--- src/rtl/lsu_pkg.sv ---
// lsu_pkg: shared definitions for the load/store unit.
//   - size_e   : request size codes (byte / half / word / illegal)
//   - WE_*     : one-hot store strobe codes on the memory bus
//   - state_e  : LSU FSM state encoding (also exported as a debug output)
//   - is_aligned / we_code : small helpers used by the top level
package lsu_pkg;

    typedef enum logic [1:0] {
        SIZE_B = 2'd0,
        SIZE_H = 2'd1,
        SIZE_W = 2'd2,
        SIZE_X = 2'd3
    } size_e;

    localparam logic [2:0] WE_NONE = 3'b000;
    localparam logic [2:0] WE_WORD = 3'b001;
    localparam logic [2:0] WE_HALF = 3'b010;
    localparam logic [2:0] WE_BYTE = 3'b100;

    typedef enum logic [2:0] {
        ST_IDLE       = 3'd0,
        ST_ACCESS     = 3'd1,
        ST_WAIT       = 3'd2,
        ST_SPLIT_NEXT = 3'd3,
        ST_RESP       = 3'd4
    } state_e;

    // Bytes are always aligned; halves need addr[0] = 0; words need addr[1:0] = 0.
    function automatic logic is_aligned(size_e size, logic [1:0] offset);
        case (size)
            SIZE_B:  return 1'b1;
            SIZE_H:  return ~offset[0];
            SIZE_W:  return offset == 2'b00;
            default: return 1'b0;
        endcase
    endfunction

    function automatic logic [2:0] we_code(size_e size);
        case (size)
            SIZE_B:  return WE_BYTE;
            SIZE_H:  return WE_HALF;
            SIZE_W:  return WE_WORD;
            default: return WE_NONE;
        endcase
    endfunction

endpackage

--- src/rtl/lsu_if.sv ---
// lsu_req_if: execute-stage <-> LSU request/response channel.
//   master = execute stage, slave = LSU.
//   Handshake: a request transfers on a rising clk edge where req_valid and
//   req_ready are both 1; all req_* fields are captured on that edge and the
//   LSU ignores them afterwards. resp_valid is a one-cycle pulse with no
//   ready; resp_fault and resp_rdata are only meaningful while it is high.
// lsu_mem_if: LSU <-> memory decoder bus.
//   master = LSU, slave = memory. mem_rdata arrives already shifted right by
//   the byte offset of mem_addr.
interface lsu_req_if;
    logic        req_valid;
    logic        req_ready;
    logic        req_write;
    logic [1:0]  req_size;
    logic        req_signed;
    logic [31:0] req_addr;
    logic [31:0] req_wdata;
    logic        resp_valid;
    logic [31:0] resp_rdata;
    logic        resp_fault;

    modport master (
        output req_valid, req_write, req_size, req_signed, req_addr, req_wdata,
        input  req_ready, resp_valid, resp_rdata, resp_fault
    );
    modport slave (
        input  req_valid, req_write, req_size, req_signed, req_addr, req_wdata,
        output req_ready, resp_valid, resp_rdata, resp_fault
    );
endinterface

interface lsu_mem_if;
    logic [31:0] mem_addr;
    logic [2:0]  mem_write_enable;
    logic [31:0] mem_wdata;
    logic [31:0] mem_rdata;

    modport master (
        output mem_addr, mem_write_enable, mem_wdata,
        input  mem_rdata
    );
    modport slave (
        input  mem_addr, mem_write_enable, mem_wdata,
        output mem_rdata
    );
endinterface

--- src/rtl/lsu_extend.sv ---
// lsu_extend: combinational load-data formatter.
//   raw       : sampled (already offset-shifted or byte-assembled) load data
//   size      : access size; byte uses raw[7:0], half uses raw[15:0]
//   is_signed : 1 = sign-extend, 0 = zero-extend
//   result    : 32-bit extended value (word loads pass through)
module lsu_extend
    import lsu_pkg::*;
(
    input  logic [31:0] raw,
    input  size_e       size,
    input  logic        is_signed,
    output logic [31:0] result
);

    always_comb begin
        result = raw;
        case (size)
            SIZE_B:  result = {{24{is_signed & raw[7]}}, raw[7:0]};
            SIZE_H:  result = {{16{is_signed & raw[15]}}, raw[15:0]};
            default: result = raw;
        endcase
    end

endmodule

--- src/rtl/lsu.sv ---
// lsu: load/store unit, bus initiator toward the memory decoder.
// Ports:
//   clk, reset : clock, synchronous active-high reset
//   rq         : lsu_req_if.slave  - request/response from the execute stage
//   mb         : lsu_mem_if.master - memory bus (addr, one-hot strobe, data)
//   fsm_state  : current FSM state, for observation only
// Parameter:
//   MEM_LATENCY : extra cycles the address is held before mem_rdata is sampled
// Build option:
//   LSU_MISALIGNED_SPLIT_EN - when defined, misaligned half/word accesses are
//   split into sequential byte accesses; otherwise they fault with no bus cycle.
module lsu
    import lsu_pkg::*;
#(
    parameter int MEM_LATENCY = 0
)
(
    input  logic      clk,
    input  logic      reset,
    lsu_req_if.slave  rq,
    lsu_mem_if.master mb,
    output state_e    fsm_state
);

`ifdef LSU_MISALIGNED_SPLIT_EN
    localparam bit SPLIT_EN = 1'b1;
`else
    localparam bit SPLIT_EN = 1'b0;
`endif

    localparam int            CW       = (MEM_LATENCY > 1) ? $clog2(MEM_LATENCY) : 1;
    localparam logic [CW-1:0] LAT_LAST = CW'((MEM_LATENCY > 0) ? MEM_LATENCY - 1 : 0);

    state_e        state, state_next;
    logic [31:0]   addr_q, wdata_q, raw_q, ext_data;
    logic          write_q, signed_q, fault_q, split_q;
    size_e         size_q;
    logic [1:0]    idx_q;
    logic [CW-1:0] lat_q;

    size_e req_size_w;
    logic  accept, illegal, misaligned, sample, last_byte, bus_active;

    assign req_size_w = size_e'(rq.req_size);
    assign accept     = rq.req_valid && (state == ST_IDLE);
    assign illegal    = (req_size_w == SIZE_X);
    assign misaligned = !illegal && !is_aligned(req_size_w, rq.req_addr[1:0]);

    // Read data is taken on the last cycle the address is held: the ACCESS
    // cycle itself when there is no extra latency, else the last WAIT cycle.
    assign sample = ((state == ST_ACCESS) && (MEM_LATENCY == 0)) ||
                    ((state == ST_WAIT) && (lat_q == LAT_LAST));

    // A non-split access is its own last byte; a split one ends on byte 1 (half) or 3 (word).
    assign last_byte = !split_q || (idx_q == ((size_q == SIZE_H) ? 2'd1 : 2'd3));

    assign bus_active = (state == ST_ACCESS) || (state == ST_WAIT);

    // State register
    always_ff @(posedge clk) begin
        if (reset) state <= ST_IDLE;
        else       state <= state_next;
    end

    // Next-state logic
    always_comb begin
        state_next = state;
        case (state)
            ST_IDLE: begin
                if (accept) begin
                    if (illegal || (misaligned && !SPLIT_EN)) state_next = ST_RESP;
                    else                                      state_next = ST_ACCESS;
                end
            end
            ST_ACCESS: begin
                if (MEM_LATENCY != 0) state_next = ST_WAIT;
                else                  state_next = last_byte ? ST_RESP : ST_SPLIT_NEXT;
            end
            ST_WAIT: begin
                if (sample) state_next = last_byte ? ST_RESP : ST_SPLIT_NEXT;
            end
            ST_SPLIT_NEXT: state_next = ST_ACCESS;
            ST_RESP:       state_next = ST_IDLE;
            default:       state_next = ST_IDLE;
        endcase
    end

    // Request capture and datapath registers
    always_ff @(posedge clk) begin
        if (reset) begin
            addr_q   <= '0;
            wdata_q  <= '0;
            raw_q    <= '0;
            write_q  <= 1'b0;
            signed_q <= 1'b0;
            fault_q  <= 1'b0;
            split_q  <= 1'b0;
            size_q   <= SIZE_B;
            idx_q    <= '0;
            lat_q    <= '0;
        end else begin
            if (accept) begin
                addr_q   <= rq.req_addr;
                wdata_q  <= rq.req_wdata;
                write_q  <= rq.req_write;
                signed_q <= rq.req_signed;
                size_q   <= req_size_w;
                fault_q  <= illegal || (misaligned && !SPLIT_EN);
                split_q  <= misaligned && SPLIT_EN;
                idx_q    <= '0;
                raw_q    <= '0;
            end
            if (state == ST_ACCESS) lat_q <= '0;
            if (state == ST_WAIT)   lat_q <= lat_q + 1'b1;
            if (sample) begin
                // Split loads gather one byte per access into its final lane.
                if (split_q) raw_q[{idx_q, 3'b000} +: 8] <= mb.mem_rdata[7:0];
                else         raw_q <= mb.mem_rdata;
            end
            if (state == ST_SPLIT_NEXT) begin
                addr_q <= addr_q + 32'd1;
                idx_q  <= idx_q + 1'b1;
            end
        end
    end

    // Bus outputs: only driven while an access is in flight.
    always_comb begin
        mb.mem_addr         = '0;
        mb.mem_wdata        = '0;
        mb.mem_write_enable = WE_NONE;
        if (bus_active) begin
            mb.mem_addr  = addr_q;
            mb.mem_wdata = split_q ? {24'd0, wdata_q[{idx_q, 3'b000} +: 8]} : wdata_q;
        end
        // Strobe lasts exactly the ACCESS cycle so each store writes once.
        if ((state == ST_ACCESS) && write_q)
            mb.mem_write_enable = split_q ? WE_BYTE : we_code(size_q);
    end

    lsu_extend u_extend (
        .raw       (raw_q),
        .size      (size_q),
        .is_signed (signed_q),
        .result    (ext_data)
    );

    assign rq.req_ready  = (state == ST_IDLE);
    assign rq.resp_valid = (state == ST_RESP);
    assign rq.resp_fault = (state == ST_RESP) && fault_q;
    assign rq.resp_rdata = ((state == ST_RESP) && !fault_q && !write_q) ? ext_data : '0;
    assign fsm_state     = state;

endmodule

--- src/flat_wrapper.sv ---
// flat-port wrapper written by rule: the top's interface ports become plain ports
module lsu_flat import lsu_pkg::*;
#(
    parameter int MEM_LATENCY = 0
)
  (clk, reset, fsm_state, rq_req_valid, rq_req_write, rq_req_size, rq_req_signed, rq_req_addr, rq_req_wdata, rq_req_ready, rq_resp_valid, rq_resp_rdata, rq_resp_fault, mb_mem_addr, mb_mem_write_enable, mb_mem_wdata, mb_mem_rdata);
  lsu_req_if rq_i ();
  lsu_mem_if mb_i ();
  input  logic clk;
  input  logic reset;
  output state_e fsm_state;
  input wire logic [$bits(rq_i.req_valid)-1:0] rq_req_valid;
  input wire logic [$bits(rq_i.req_write)-1:0] rq_req_write;
  input wire logic [$bits(rq_i.req_size)-1:0] rq_req_size;
  input wire logic [$bits(rq_i.req_signed)-1:0] rq_req_signed;
  input wire logic [$bits(rq_i.req_addr)-1:0] rq_req_addr;
  input wire logic [$bits(rq_i.req_wdata)-1:0] rq_req_wdata;
  output wire logic [$bits(rq_i.req_ready)-1:0] rq_req_ready;
  output wire logic [$bits(rq_i.resp_valid)-1:0] rq_resp_valid;
  output wire logic [$bits(rq_i.resp_rdata)-1:0] rq_resp_rdata;
  output wire logic [$bits(rq_i.resp_fault)-1:0] rq_resp_fault;
  output wire logic [$bits(mb_i.mem_addr)-1:0] mb_mem_addr;
  output wire logic [$bits(mb_i.mem_write_enable)-1:0] mb_mem_write_enable;
  output wire logic [$bits(mb_i.mem_wdata)-1:0] mb_mem_wdata;
  input wire logic [$bits(mb_i.mem_rdata)-1:0] mb_mem_rdata;
  assign rq_i.req_valid = rq_req_valid;
  assign rq_i.req_write = rq_req_write;
  assign rq_i.req_size = rq_req_size;
  assign rq_i.req_signed = rq_req_signed;
  assign rq_i.req_addr = rq_req_addr;
  assign rq_i.req_wdata = rq_req_wdata;
  assign rq_req_ready = rq_i.req_ready;
  assign rq_resp_valid = rq_i.resp_valid;
  assign rq_resp_rdata = rq_i.resp_rdata;
  assign rq_resp_fault = rq_i.resp_fault;
  assign mb_mem_addr = mb_i.mem_addr;
  assign mb_mem_write_enable = mb_i.mem_write_enable;
  assign mb_mem_wdata = mb_i.mem_wdata;
  assign mb_i.mem_rdata = mb_mem_rdata;
  lsu #(.MEM_LATENCY(MEM_LATENCY)) u_core (.clk(clk), .reset(reset), .rq(rq_i), .mb(mb_i), .fsm_state(fsm_state));
endmodule
--- config.mk ---
export PLATFORM = sky130hd
export DESIGN_NAME = lsu_flat
export DESIGN_NICKNAME = d
export VERILOG_FILES = /design/src/rtl/lsu_pkg.sv /design/src/rtl/lsu_if.sv /design/src/rtl/lsu_extend.sv /design/src/rtl/lsu.sv /design/src/flat_wrapper.sv
export SDC_FILE = /design/constraint.sdc
export NUM_CORES = 1
export LEC_CHECK = 0
export CAP_MARGIN = 10
export CORE_MARGIN = 2
export CORE_UTILIZATION = 44
export CTS_CLUSTER_DIAMETER = 60
export CTS_CLUSTER_SIZE = 25
export DETAILED_ROUTE_END_ITERATION = 10
export GPL_TIMING_DRIVEN = 0
export PLACE_DENSITY = 0.86
export SYNTH_ARGS = -nofsm -noshare
export SYNTH_HDL_FRONTEND = slang
export SYNTH_SLANG_ARGS = --single-unit
export TNS_END_PERCENT = 20
--- constraint.sdc ---
create_clock -name clk -period 2.7 [get_ports clk]
set_input_delay 0.675 -clock clk [delete_from_list [all_inputs] [get_ports clk]]
set_output_delay 0.675 -clock clk [all_outputs]
set_load 0.02 [all_outputs]
==> results of run 1 <==
## power by group through the flow
stage | Combinational, mW | Sequential (mW) | Clock [mW]
global placement | 0.509 | 1.67 | 0
CTS | 0.514 | 1.64 | 0.990
finish | 0.514 | 1.64 | 0.963
floorplan | 0.256 | 1.66 | 0
detailed placement | 0.519 | 1.68 | 0
global route | 0.568 | 1.65 | 1.05
## repair_timing
item	4_1_cts	5_1_grt
cloned	0	0
pin swaps	1	0
buffers inserted	2	2
gates resized for setup	148	46
endpoints found under the setup margin	99	47
## kinds of logic after synthesis
family,share of synthesized area
other cells,0.000872
simple gates,0.283
compound gates,0.177
flops,0.479
buf+inv,0.0591
## final cells by class
class                   count  area, um2  area share
flip-flops and latches    103       2060       0.311
clock inverters             4       55.1     0.00831
multi-input cells         392       1980       0.299
clock buffers              11        141      0.0213
well taps                 133        166      0.0251
repair buffers            209       1940       0.292
plain buffers              46        220      0.0332
inverters                  16       60.1     0.00906
## registers in the layout, summed over array words and instances, names as in the netlist
name	flops
u_core.signed_q	1
u_core.size_q	2
u_core.fsm_state	2
u_core.addr_q	32
u_core.fault_q	1
u_core.raw_q	32
u_core.write_q	1
u_core.wdata_q	32
## path summary, 6_finish.rpt
kind	start	end	slack (ps)
max	u_core.write_q	rq_resp_rdata[23]	110
min	u_core.wdata_q[14]	u_core.wdata_q[14]	450
max reg2reg	u_core.fsm_state[0]	u_core.raw_q[22]	970
min reg2reg	u_core.wdata_q[14]	u_core.wdata_q[14]	450
## through the flow
stage               hold WS (ps)  utilization
floorplan                    432            -
global placement             438        0.676
detailed placement           443        0.676
CTS                          456        0.694
global route                 477        0.688
finish                       454        0.688
## metal layers
metal  part of all wire  routed length (um)
met4              0.013                 161
met3              0.069                 890
met1               0.41                5310
met2               0.50                6480
met5                  0                   0
## synthesized netlist by cell type
| library cell | count | area share |
|---|---|---|
| sky130_fd_sc_hd__a22oi_1 | 32 | 0.056 |
| sky130_fd_sc_hd__a21oi_1 | 86 | 0.10 |
| sky130_fd_sc_hd__or3b_1 | 1 | 0.0020 |
| sky130_fd_sc_hd__o21bai_1 | 1 | 0.0017 |
| sky130_fd_sc_hd__o211ai_1 | 1 | 0.0017 |
| sky130_fd_sc_hd__nand2_1 | 138 | 0.12 |
| sky130_fd_sc_hd__conb_1 | 1 | 0.00087 |
| sky130_fd_sc_hd__o21a_1 | 9 | 0.016 |
| sky130_fd_sc_hd__nor3b_1 | 1 | 0.0017 |
| sky130_fd_sc_hd__nor2b_1 | 2 | 0.0029 |
| sky130_fd_sc_hd__buf_6 | 1 | 0.0026 |
| sky130_fd_sc_hd__nor3b_2 | 1 | 0.0029 |
| sky130_fd_sc_hd__clkbuf_1 | 36 | 0.031 |
| sky130_fd_sc_hd__a211o_1 | 1 | 0.0020 |
| sky130_fd_sc_hd__nor3_1 | 3 | 0.0035 |
| sky130_fd_sc_hd__nand2b_1 | 1 | 0.0015 |
| sky130_fd_sc_hd__nor2_1 | 37 | 0.032 |
| sky130_fd_sc_hd__or3_1 | 1 | 0.0015 |
| sky130_fd_sc_hd__nor4b_4 | 1 | 0.0055 |
| sky130_fd_sc_hd__buf_4 | 1 | 0.0017 |
| sky130_fd_sc_hd__buf_2 | 8 | 0.0093 |
| sky130_fd_sc_hd__and2_1 | 75 | 0.11 |
| sky130_fd_sc_hd__inv_1 | 16 | 0.014 |
| sky130_fd_sc_hd__dfxtp_1 | 103 | 0.48 |
## worst max-delay path, stage by stage (launching register included)
cell and delay (ps):
sky130_fd_sc_hd__dfxtp_1 380, sky130_fd_sc_hd__nor4b_4 330, sky130_fd_sc_hd__o211ai_1 180, sky130_fd_sc_hd__buf_2 220, sky130_fd_sc_hd__a21oi_1 140, sky130_fd_sc_hd__clkdlybuf4s15_1 320
==> flow_summary.rst, run 1 <==
.. list-table::
   :header-rows: 1

   * - Metric
     - Value
   * - Required time at the endpoint of the critical path
     - 2030 ps
   * - TritonCTS clock tree
     - yes
   * - Syn Nets
     - 660
   * - Via count normalized by instance count
     - 4.90
   * - Vias
     - 4,477
   * - Combinational fraction of design power
     - 0.165
   * - Clock transition at the registers of the reported paths
     - 100 ps
   * - Routability cong.
     - 0.805
   * - Cell area after technology mapping
     - 4300 um2
   * - Hold Violations, Final
     - 0
   * - Count of buffers inserted at the top-level ports
     - 205
   * - Die outline area
     - 10,600 um2
   * - Final period demand of the worst path
     - 2590 ps
   * - Number of DRC markers in iteration 0
     - 211
   * - Mean cell area of the mapped netlist
     - 7.72 um2
   * - Highest Clock Rate
     - 387 MHz
   * - Final Power
     - 3.12 mW
   * - Number of placed cells counting well taps
     - 895
   * - Clock insertion delay at the later pin of the skew report
     - 350 ps
   * - Number of global-route vias before repair
     - 4,281
   * - Commonest non-fill, non-tap cells in the layout
     - sky130_fd_sc_hd__nand2_1, sky130_fd_sc_hd__clkdlybuf4s50_1, sky130_fd_sc_hd__dfxtp_1, sky130_fd_sc_hd__a21oi_1, sky130_fd_sc_hd__and2_1
   * - GRT Residual Overflow
     - 0
   * - Setup ws final
     - 115 ps
   * - Number of sinks on the clock net
     - 103
   * - FP Rows
     - 36
   * - Slew @ Worst Pin
     - 610 ps
   * - Core Region
     - 9640 um2
   * - Net switching component of the power
     - 0.811 mW
   * - Sum Neg Setup Slack
     - 0 ps
   * - Total leakage power
     - 2.94 nW
   * - CP arrival
     - 1910 ps
   * - Die outline width
     - 103 um
   * - Leading cell type in the layout, fill and taps excluded
     - sky130_fd_sc_hd__nand2_1
   * - Final HPWL DP
     - 9650 um
   * - Largest net degree at the start of global routing
     - 17
   * - Power Density
     - 471 nW/um2
   * - Post-route insts no fill
     - 914
   * - Post-route DRC
     - 0
   * - All-Layer GR Usage
     - 0.236
   * - Sw Ratio
     - 0.260
   * - Die Span Y
     - 103 um
   * - Standard cell area after detailed placement
     - 6520 um2
   * - Share of post-route cells with drive strength above 1
     - 0.0948
   * - # H-tree levels
     - 3
   * - Routed wire length
     - 12,800 um
   * - Max-cap violations
     - 0
   * - Cells on worst reg2reg path
     - 5
   * - Design internal power
     - 2.31 mW
   * - Cts hold-fix bufs
     - 0
   * - Area Growth Syn to Fin
     - 54.1%
   * - Setup Viol. Count Final
     - 0
   * - Effective utilization at floorplan
     - 0.446
   * - Final setup skew
     - 10.3 ps
   * - Global-route track usage on met1
     - 0.295
   * - Length of the first detailed-routing pass in iterations
     - 4
   * - GR Layer Usage met3
     - 0.0563
   * - Clk Tree Root Cell
     - sky130_fd_sc_hd__clkbuf_8
   * - Setup CP Type
     - reg -> out
   * - Count of unique library cells instantiated by Yosys
     - 24
   * - Worst slew margin relative to its limit
     - 0.593
   * - Crit end category
     - output port
   * - Pre-CTS setup slack
     - -402 ps
   * - Buffers from clock root to sink, at most
     - 2
   * - Startpoint types
     - flop
   * - Average wire per cell in the routed design
     - 14.1 um
   * - Cells on Worst Hold Path
     - 2
   * - Antenna violations before repair
     - 0
   * - Total count of max-transition violations in the final report
     - 0
   * - Share of total power in the clock network
     - 0.309
   * - FILL cells
     - 851
   * - Register bit total from synthesis
     - 103
   * - Critical path fanouts, max
     - 10
   * - Sequential cell fraction of total power
     - 0.526
   * - I/O pins
     - 208
   * - Classification of the worst-slack hold path
     - reg -> reg
   * - Wire length of the first global-routing pass
     - 19,800 um
   * - Routed Antenna Nets
     - 0
   * - Antenna cell count
     - 0
   * - Final cell area excluding filler cells
     - 6630 um2
   * - Maximum resistive drop on vdd
     - 0.291 mV
   * - Run status
     - complete, no violations
   * - Global-route met2 utilization
     - 0.406
   * - Synthesis Warnings
     - 0
   * - Final clock period utilization by the worst path
     - 0.958
   * - Number of clock buffers inserted by TritonCTS
     - 9
   * - Final net count
     - 880
   * - Setup repair after global routing missed its margin
     - false
   * - Sequential cell area fraction in the yosys report
     - 0.479
   * - Layer carrying the most global-route usage
     - met2
   * - Cell count after synthesis
     - 557
Note: power is estimated with default switching activity, not from simulation.
==> inputs of run 2 (changes only) <==
==> constraint.sdc (replaced) <==
create_clock -name clk -period 2.7 [get_ports clk]
set_input_delay 0.81 -clock clk [delete_from_list [all_inputs] [get_ports clk]]
set_output_delay 0.81 -clock clk [all_outputs]
set_load 0.02 [all_outputs]
==> run 2 against run 1 <==
  * Final cell count rose by 0.11%
  * Final area is 1.8% lower
  * Via count shrank 1.1%
  * Non-clock buffer count rose by 1
  * Combinational power about the same
  * Clock-buffer cell count did not move
  * Register-to-register slack about the same
  * Die area unchanged
  * First-iteration DRC count shrank 23%
  * Critical endpoint is now mb_mem_wdata[10]
  * Highest routed layer unchanged
==> flow_summary.rst, run 2 (synthesis results as in run 1) <==
.. list-table::
   :header-rows: 1

   * - Metric
     - Value
   * - Clk Tree Root Cell
     - sky130_fd_sc_hd__clkbuf_8 (unchanged)
   * - Largest net degree at the start of global routing
     - 17 (unchanged)
   * - Sw Ratio
     - 0.261 (was 0.260)
   * - Core Region
     - 9640 um2 (unchanged)
   * - Final HPWL DP
     - 9650 um (unchanged)
   * - Total count of max-transition violations in the final report
     - 0 (unchanged)
   * - Final period demand of the worst path
     - 2650 ps (was 2590 ps)
   * - # H-tree levels
     - 3 (unchanged)
   * - Total leakage power
     - 2.76 nW (was 2.94 nW)
   * - Setup repair after global routing missed its margin
     - true (was false)
   * - I/O pins
     - 208 (unchanged)
   * - Antenna violations before repair
     - 0 (unchanged)
   * - Antenna cell count
     - 0 (unchanged)
   * - Run status
     - complete, no violations (unchanged)
   * - Number of sinks on the clock net
     - 103 (unchanged)
   * - Register-to-register setup slack
     - 980 ps (was 970 ps)
   * - Launching point of the worst reg2reg path
     - u_core.fsm_state[0] (unchanged)
   * - FILL cells
     - 862 (was 851)
   * - Vias
     - 4,426 (was 4,477)
   * - Slew @ Worst Pin
     - 596 ps (was 610 ps)
   * - Leading cell type in the layout, fill and taps excluded
     - sky130_fd_sc_hd__nand2_1 (unchanged)
   * - Wire length of the first global-routing pass
     - 19,900 um (was 19,800 um)
   * - Cts hold-fix bufs
     - 0 (unchanged)
   * - Sequential cell fraction of total power
     - 0.525 (was 0.526)
   * - FP Rows
     - 36 (unchanged)
   * - Number of DRC markers in iteration 0
     - 163 (was 211)
   * - Highest Clock Rate
     - 378 MHz (was 387 MHz)
   * - R2r endpoint
     - u_core.raw_q[22] (unchanged)
   * - Classification of the worst-slack hold path
     - reg -> reg (unchanged)
   * - Crit end category
     - output port (unchanged)
   * - Max-cap violations
     - 0 (unchanged)
   * - Largest registers
     - u_core.addr_q (32), u_core.raw_q (32), u_core.wdata_q (32) (unchanged)
   * - Setup Viol. Count Final
     - 0 (unchanged)
   * - Number of global-route vias before repair
     - 4,259 (was 4,281)
   * - Area Growth Syn to Fin
     - 51.3% (was 54.1%)
   * - Final cell area excluding filler cells
     - 6510 um2 (was 6630 um2)
   * - Worst slew margin relative to its limit
     - 0.602 (was 0.593)
   * - Hold Violations, Final
     - 0 (unchanged)
   * - Share of total power in the clock network
     - 0.310 (was 0.309)
   * - Hold EP
     - u_core.wdata_q[14] (unchanged)
   * - Global-route track usage on met1
     - 0.300 (was 0.295)
   * - Startpoint types
     - flop (unchanged)
   * - Commonest non-fill, non-tap cells in the layout
     - sky130_fd_sc_hd__nand2_1, sky130_fd_sc_hd__clkdlybuf4s50_1, sky130_fd_sc_hd__dfxtp_1, sky130_fd_sc_hd__a21oi_1, sky130_fd_sc_hd__and2_1 (unchanged)
   * - Final clock period utilization by the worst path
     - 0.980 (was 0.958)
   * - Die Span Y
     - 103 um (unchanged)
   * - Final net count
     - 881 (was 880)
   * - Effective utilization at floorplan
     - 0.446 (unchanged)
   * - Post-route DRC
     - 0 (unchanged)
   * - Count of buffers inserted at the top-level ports
     - 205 (unchanged)
   * - Global-route met2 utilization
     - 0.400 (was 0.406)
   * - Standard cell area after detailed placement
     - 6520 um2 (unchanged)
   * - Required time at the endpoint of the critical path
     - 1890 ps (was 2030 ps)
   * - Routed Antenna Nets
     - 0 (unchanged)
   * - Via count normalized by instance count
     - 4.84 (was 4.90)
   * - Final setup skew
     - 9.65 ps (was 10.3 ps)
   * - Die outline width
     - 103 um (unchanged)
   * - Maximum resistive drop on vdd
     - 0.291 mV (about the same)
   * - Length of the first detailed-routing pass in iterations
     - 4 (unchanged)
   * - Critical path fanouts, max
     - 10 (unchanged)
   * - Buffers from clock root to sink, at most
     - 2 (unchanged)
   * - Cells on Worst Hold Path
     - 2 (unchanged)
   * - Cells on worst reg2reg path
     - 5 (unchanged)
   * - All-Layer GR Usage
     - 0.236 (about the same)
   * - Net switching component of the power
     - 0.816 mW (was 0.811 mW)
   * - Clock transition at the registers of the reported paths
     - 100 ps (about the same)
   * - Number of clock buffers inserted by TritonCTS
     - 9 (unchanged)
   * - Share of post-route cells with drive strength above 1
     - 0.147 (was 0.0948)
   * - CP arrival
     - 1840 ps (was 1910 ps)
   * - TritonCTS clock tree
     - yes (unchanged)
   * - Utilization after layout
     - 0.675 (was 0.688)
   * - Setup CP Type
     - reg -> out (unchanged)
   * - Die outline area
     - 10,600 um2 (unchanged)
   * - Average wire per cell in the routed design
     - 13.9 um (was 14.1 um)
   * - Layer carrying the most global-route usage
     - met2 (unchanged)
   * - GRT Residual Overflow
     - 0 (unchanged)
   * - Clock insertion delay at the later pin of the skew report
     - 350 ps (about the same)
   * - Combinational fraction of design power
     - 0.165 (about the same)
   * - Routed wire length
     - 12,700 um (was 12,800 um)
   * - Routability cong.
     - 0.805 (unchanged)
   * - Power Density
     - 480 nW/um2 (was 471 nW/um2)
   * - GR Layer Usage met3
     - 0.0542 (was 0.0563)
   * - Min-delay src
     - u_core.wdata_q[14] (unchanged)
   * - Design internal power
     - 2.31 mW (about the same)
run 2: cell types whose count changed in the layout (fill, tap and decap cells not counted), sizes merged:
cell / delta
buf: +46
dlygate4sd2: -40
dlymetal6s2s: -6
clkdlybuf4s15: -2
clkbuf: +3
run 2: critical path, stage by stage, from the launching register on:
cell and delay [ps]:
sky130_fd_sc_hd__dfxtp_2 330, sky130_fd_sc_hd__buf_6 130, sky130_fd_sc_hd__nor2b_1 120, sky130_fd_sc_hd__buf_4 160, sky130_fd_sc_hd__buf_4 140, sky130_fd_sc_hd__buf_6 140
sky130_fd_sc_hd__clkbuf_8 160, sky130_fd_sc_hd__and2_1 160, sky130_fd_sc_hd__buf_4 150
run 2: power by group through the flow:
stage / Combinational (mW) / Sequential (mW) / Clock [mW]
2_1_floorplan: 0.256 / 1.66 / 0
3_3_place_gp: 0.509 / 1.67 / 0
3_5_place_dp: 0.519 / 1.68 / 0
4_1_cts: 0.518 / 1.64 / 0.990
5_1_grt: 0.569 / 1.65 / 1.06
6_report: 0.516 / 1.64 / 0.969
run 2: repair_timing:
item / in CTS / in global routing
pin swaps: 1 / 0
setup buffers: 5 / 0
endpoints found under the setup margin: 99 / 89
resized for setup: 250 / 104
endpoints found under the hold margin: 0 / 0
run 2: worst max path at each step:
stage | from | end | slack, ps | cells after the start
after detailed placement | u_core.fsm_state[2] | rq_resp_rdata[22] | -540 | 5
final | u_core.fsm_state[0] | mb_mem_wdata[10] | 50 | 8
after floorplan | u_core.fsm_state[2] | rq_resp_rdata[21] | 180 | 4
after global placement | u_core.fsm_state[2] | rq_resp_rdata[26] | -500 | 5
after global routing | u_core.fsm_state[0] | rq_resp_rdata[29] | -80 | 6
after CTS | u_core.fsm_state[0] | rq_resp_rdata[25] | 0.7 | 6
run 2: metal layers:
layer  wire length, um  vias up
li1                  -     2235
met1              5470     2050
met2              6310      128
met3               801       13
met4               165        0
met5                 0        -
run 2: stage by stage:
step                std cells  setup TNS (ps)  power, mW  worst slack [ps]  hold slack (ps)
floorplan                 557               0       1.92               183              432
global placement          895          -15460       2.18              -502              438
detailed placement        895          -16680       2.20              -537              443
CTS                       915               0       3.15             0.719              456
global route              915            -992       3.28             -77.2              477
finish                    915               0       3.13              53.3              454
run 2: cell type report:
cell class | instances | area [um2] | area share
well taps | 133 | 166 | 0.0256
multi-input cells | 392 | 1990 | 0.306
plain buffers | 46 | 240 | 0.0369
flip-flops and latches | 103 | 2070 | 0.317
inverters | 16 | 60.1 | 0.00923
clock inverters | 4 | 55.1 | 0.00846
clock buffers | 11 | 141 | 0.0217
repair buffers | 210 | 1780 | 0.274
==> inputs of run 3 (changes only) <==
Settings changed: MAX_ROUTING_LAYER set to met4.
==> run 3 against run 2 <==
  * Critical path depth fell by 2
  * Maximum frequency fell by 0.14%
  * Via count rose by 0.99%
  * Sequential power barely moved
  * First-iteration DRC count rose by 17%
  * Sequential share of layout area barely moved
  * Largest cell class unchanged
  * Highest routed layer unchanged
==> flow_summary.rst, run 3 (synthesis results as in run 1) <==
.. list-table::
   :header-rows: 1

   * - Metric
     - Value
   * - Crit path largest cell delay
     - 330 ps (about the same)
   * - R2r endpoint
     - u_core.raw_q[22] (unchanged)
   * - FILL cells
     - 863 (was 862)
   * - Buffers and inverters on the worst path
     - 3 (was 6)
   * - Register-to-register setup slack
     - 980 ps (about the same)
   * - Die outline area
     - 10,600 um2 (unchanged)
   * - Category of cells accounting for the largest share of critical-path delay
     - buffers and inverters (unchanged)
   * - Total leakage power
     - 2.75 nW (was 2.76 nW)
   * - Cts hold-fix bufs
     - 0 (unchanged)
   * - FP Rows
     - 36 (unchanged)
   * - Vias
     - 4,470 (was 4,426)
   * - Area Growth Syn to Fin
     - 51.2% (was 51.3%)
   * - I/O pins
     - 208 (unchanged)
   * - Maximum resistive drop on vdd
     - 0.293 mV (was 0.291 mV)
   * - Die Span Y
     - 103 um (unchanged)
   * - Setup CP Type
     - reg -> out (unchanged)
   * - Share of post-route cells with drive strength above 1
     - 0.148 (was 0.147)
   * - Number of global-route vias before repair
     - 4,265 (was 4,259)
   * - Number of DRC markers in iteration 0
     - 190 (was 163)
   * - Cells on Worst Hold Path
     - 2 (unchanged)
   * - Effective utilization at floorplan
     - 0.446 (unchanged)
   * - Critical-path cell with the highest stage delay
     - sky130_fd_sc_hd__dfxtp_2 (unchanged)
   * - Cells on worst reg2reg path
     - 5 (unchanged)
   * - Clk Tree Root Cell
     - sky130_fd_sc_hd__clkbuf_8 (unchanged)
   * - Slew @ Worst Pin
     - 603 ps (was 596 ps)
   * - Largest registers
     - u_core.addr_q (32), u_core.raw_q (32), u_core.wdata_q (32) (unchanged)
   * - Final Power
     - 3.13 mW (about the same)
   * - Launching point of the worst reg2reg path
     - u_core.fsm_state[0] (unchanged)
   * - Startpoint types
     - flop (unchanged)
   * - Crit end category
     - output port (unchanged)
   * - Core Region
     - 9640 um2 (unchanged)
   * - Worst slew margin relative to its limit
     - 0.597 (was 0.602)
   * - Critical path fanouts, max
     - 10 (unchanged)
   * - Final setup skew
     - 12.1 ps (was 9.65 ps)
   * - Die outline width
     - 103 um (unchanged)
   * - Hold EP
     - u_core.addr_q[28] (was u_core.wdata_q[14])
   * - Pre-CTS setup slack
     - -537 ps (unchanged)
   * - # H-tree levels
     - 3 (unchanged)
   * - Commonest non-fill, non-tap cells in the layout
     - sky130_fd_sc_hd__nand2_1, sky130_fd_sc_hd__clkdlybuf4s50_1, sky130_fd_sc_hd__dfxtp_1, sky130_fd_sc_hd__a21oi_1, sky130_fd_sc_hd__and2_1 (unchanged)
   * - Final clock period utilization by the worst path
     - 0.982 (was 0.980)
   * - Setup Viol. Count Final
     - 0 (unchanged)
   * - Highest Clock Rate
     - 377 MHz (was 378 MHz)
   * - Post-route DRC
     - 0 (unchanged)
   * - Length of the first detailed-routing pass in iterations
     - 4 (unchanged)
   * - Setup repair after global routing missed its margin
     - true (unchanged)
   * - Number of clock buffers inserted by TritonCTS
     - 9 (unchanged)
   * - Via count normalized by instance count
     - 4.89 (was 4.84)
   * - Min-delay src
     - u_core.addr_q[28] (was u_core.wdata_q[14])
   * - Total count of max-transition violations in the final report
     - 0 (unchanged)
   * - Antenna violations before repair
     - 0 (unchanged)
   * - Largest net degree at the start of global routing
     - 17 (unchanged)
   * - Buffers from clock root to sink, at most
     - 2 (unchanged)
   * - Wire length of the first global-routing pass
     - 19,900 um (unchanged)
   * - TritonCTS clock tree
     - yes (unchanged)
   * - Max-cap violations
     - 0 (unchanged)
   * - Leading cell type in the layout, fill and taps excluded
     - sky130_fd_sc_hd__nand2_1 (unchanged)
   * - Run status
     - complete, no violations (unchanged)
   * - Final period demand of the worst path
     - 2650 ps (about the same)
   * - Average wire per cell in the routed design
     - 14.0 um (was 13.9 um)
   * - Final net count
     - 881 (unchanged)
   * - Final HPWL DP
     - 9650 um (unchanged)
   * - Clock transition at the registers of the reported paths
     - 90 ps (was 100 ps)
   * - Routability cong.
     - 0.817 (was 0.805)
   * - Clock insertion delay at the later pin of the skew report
     - 350 ps (about the same)
   * - Required time at the endpoint of the critical path
     - 1890 ps (about the same)
   * - CP arrival
     - 1840 ps (about the same)
   * - Sequence of cells on the critical path
     - buf_6 -> nor4b_4 -> o211ai_1 -> buf_4 -> a21oi_1 -> clkdlybuf4s15_2 (was buf_6 -> nor2b_1 -> buf_4 -> buf_4 -> buf_6 -> clkbuf_8 -> and2_1 -> buf_4)
   * - GRT Residual Overflow
     - 0 (unchanged)
   * - Hold Violations, Final
     - 0 (unchanged)
   * - Number of sinks on the clock net
     - 103 (unchanged)
   * - Antenna cell count
     - 0 (unchanged)
   * - Power Density
     - 481 nW/um2 (was 480 nW/um2)
   * - Count of buffers inserted at the top-level ports
     - 205 (unchanged)
   * - All-Layer GR Usage
     - 0.243 (was 0.236)
   * - Routed wire length
     - 12,800 um (was 12,700 um)
   * - Setup ws final
     - 49.7 ps (was 53.3 ps)
   * - Routed Antenna Nets
     - 0 (unchanged)
   * - Classification of the worst-slack hold path
     - reg -> reg (unchanged)
## run 3: cell count changes in the layout (fill, tap and decap cells not counted), sizes merged
cell,previous run,this run
clkbuf,70,71
dlygate4sd2,13,12
## run 3: routing by layer
| layer | global-route usage | vias up | part of all wire |
|---|---|---|---|
| met4 | 0.0729 | 0 | 0.0099 |
| met3 | 0.0420 | 10 | 0.059 |
| met1 | 0.310 | 2076 | 0.43 |
| met5 | - | - | 0 |
| met2 | 0.398 | 146 | 0.50 |
| li1 | - | 2238 | - |
## run 3: where the power goes
group          internal, mW  leakage, nW  total (mW)  switching, mW
combinational         0.255         1.81       0.517          0.261
sequential             1.60        0.844        1.64         0.0425
clock                 0.455       0.0960       0.968          0.513
## run 3: metrics by stage
stage                      util  instance area [um2]  std cells  hold WS, ps  TNS (ps)
after global routing      0.675                 6500        915          477     -1020
after floorplan               -                 4300        557          432         0
final                     0.675                 6500        915          455         0
after detailed placement  0.676                 6520        895          443    -16680
after CTS                 0.683                 6580        915          456         0
after global placement    0.676                 6520        895          438    -15460
## run 3: worst max-delay path by stage
stage          slack, ps  depth (start not counted)                end           startpoint
6_report              50                          6  rq_resp_rdata[29]  u_core.fsm_state[0]
5_1_grt              -80                          6  rq_resp_rdata[29]  u_core.fsm_state[0]
4_1_cts              0.7                          6  rq_resp_rdata[25]  u_core.fsm_state[0]
3_5_place_dp        -540                          5  rq_resp_rdata[22]  u_core.fsm_state[2]
3_3_place_gp        -500                          5  rq_resp_rdata[26]  u_core.fsm_state[2]
2_1_floorplan        180                          4  rq_resp_rdata[21]  u_core.fsm_state[2]
## run 3: final cells by class
cell class,instances,area (um2),area share
clock buffers,11,141,0.0217
flip-flops and latches,103,2070,0.318
inverters,16,60.1,0.00923
well taps,133,166,0.0256
multi-input cells,392,1990,0.307
clock inverters,4,55.1,0.00846
repair buffers,210,1780,0.274
plain buffers,46,240,0.0369
## run 3: worst min-delay path, delay by kind of cell (launching register included)
| kind | cells | cell delay (ps) |
|---|---|---|
| and+or+nand+nor | 1 | 50 |
| AOI/OAI and AO/OA | 1 | 50 |
| DFF | 1 | 320 |
## run 3: timing repair
| action | in CTS | in global routing |
|---|---|---|
| setup buffers | 5 | 0 |
| setup endpoints to repair | 99 | 89 |
| gates resized for setup | 250 | 106 |
| pin swaps | 1 | 0 |
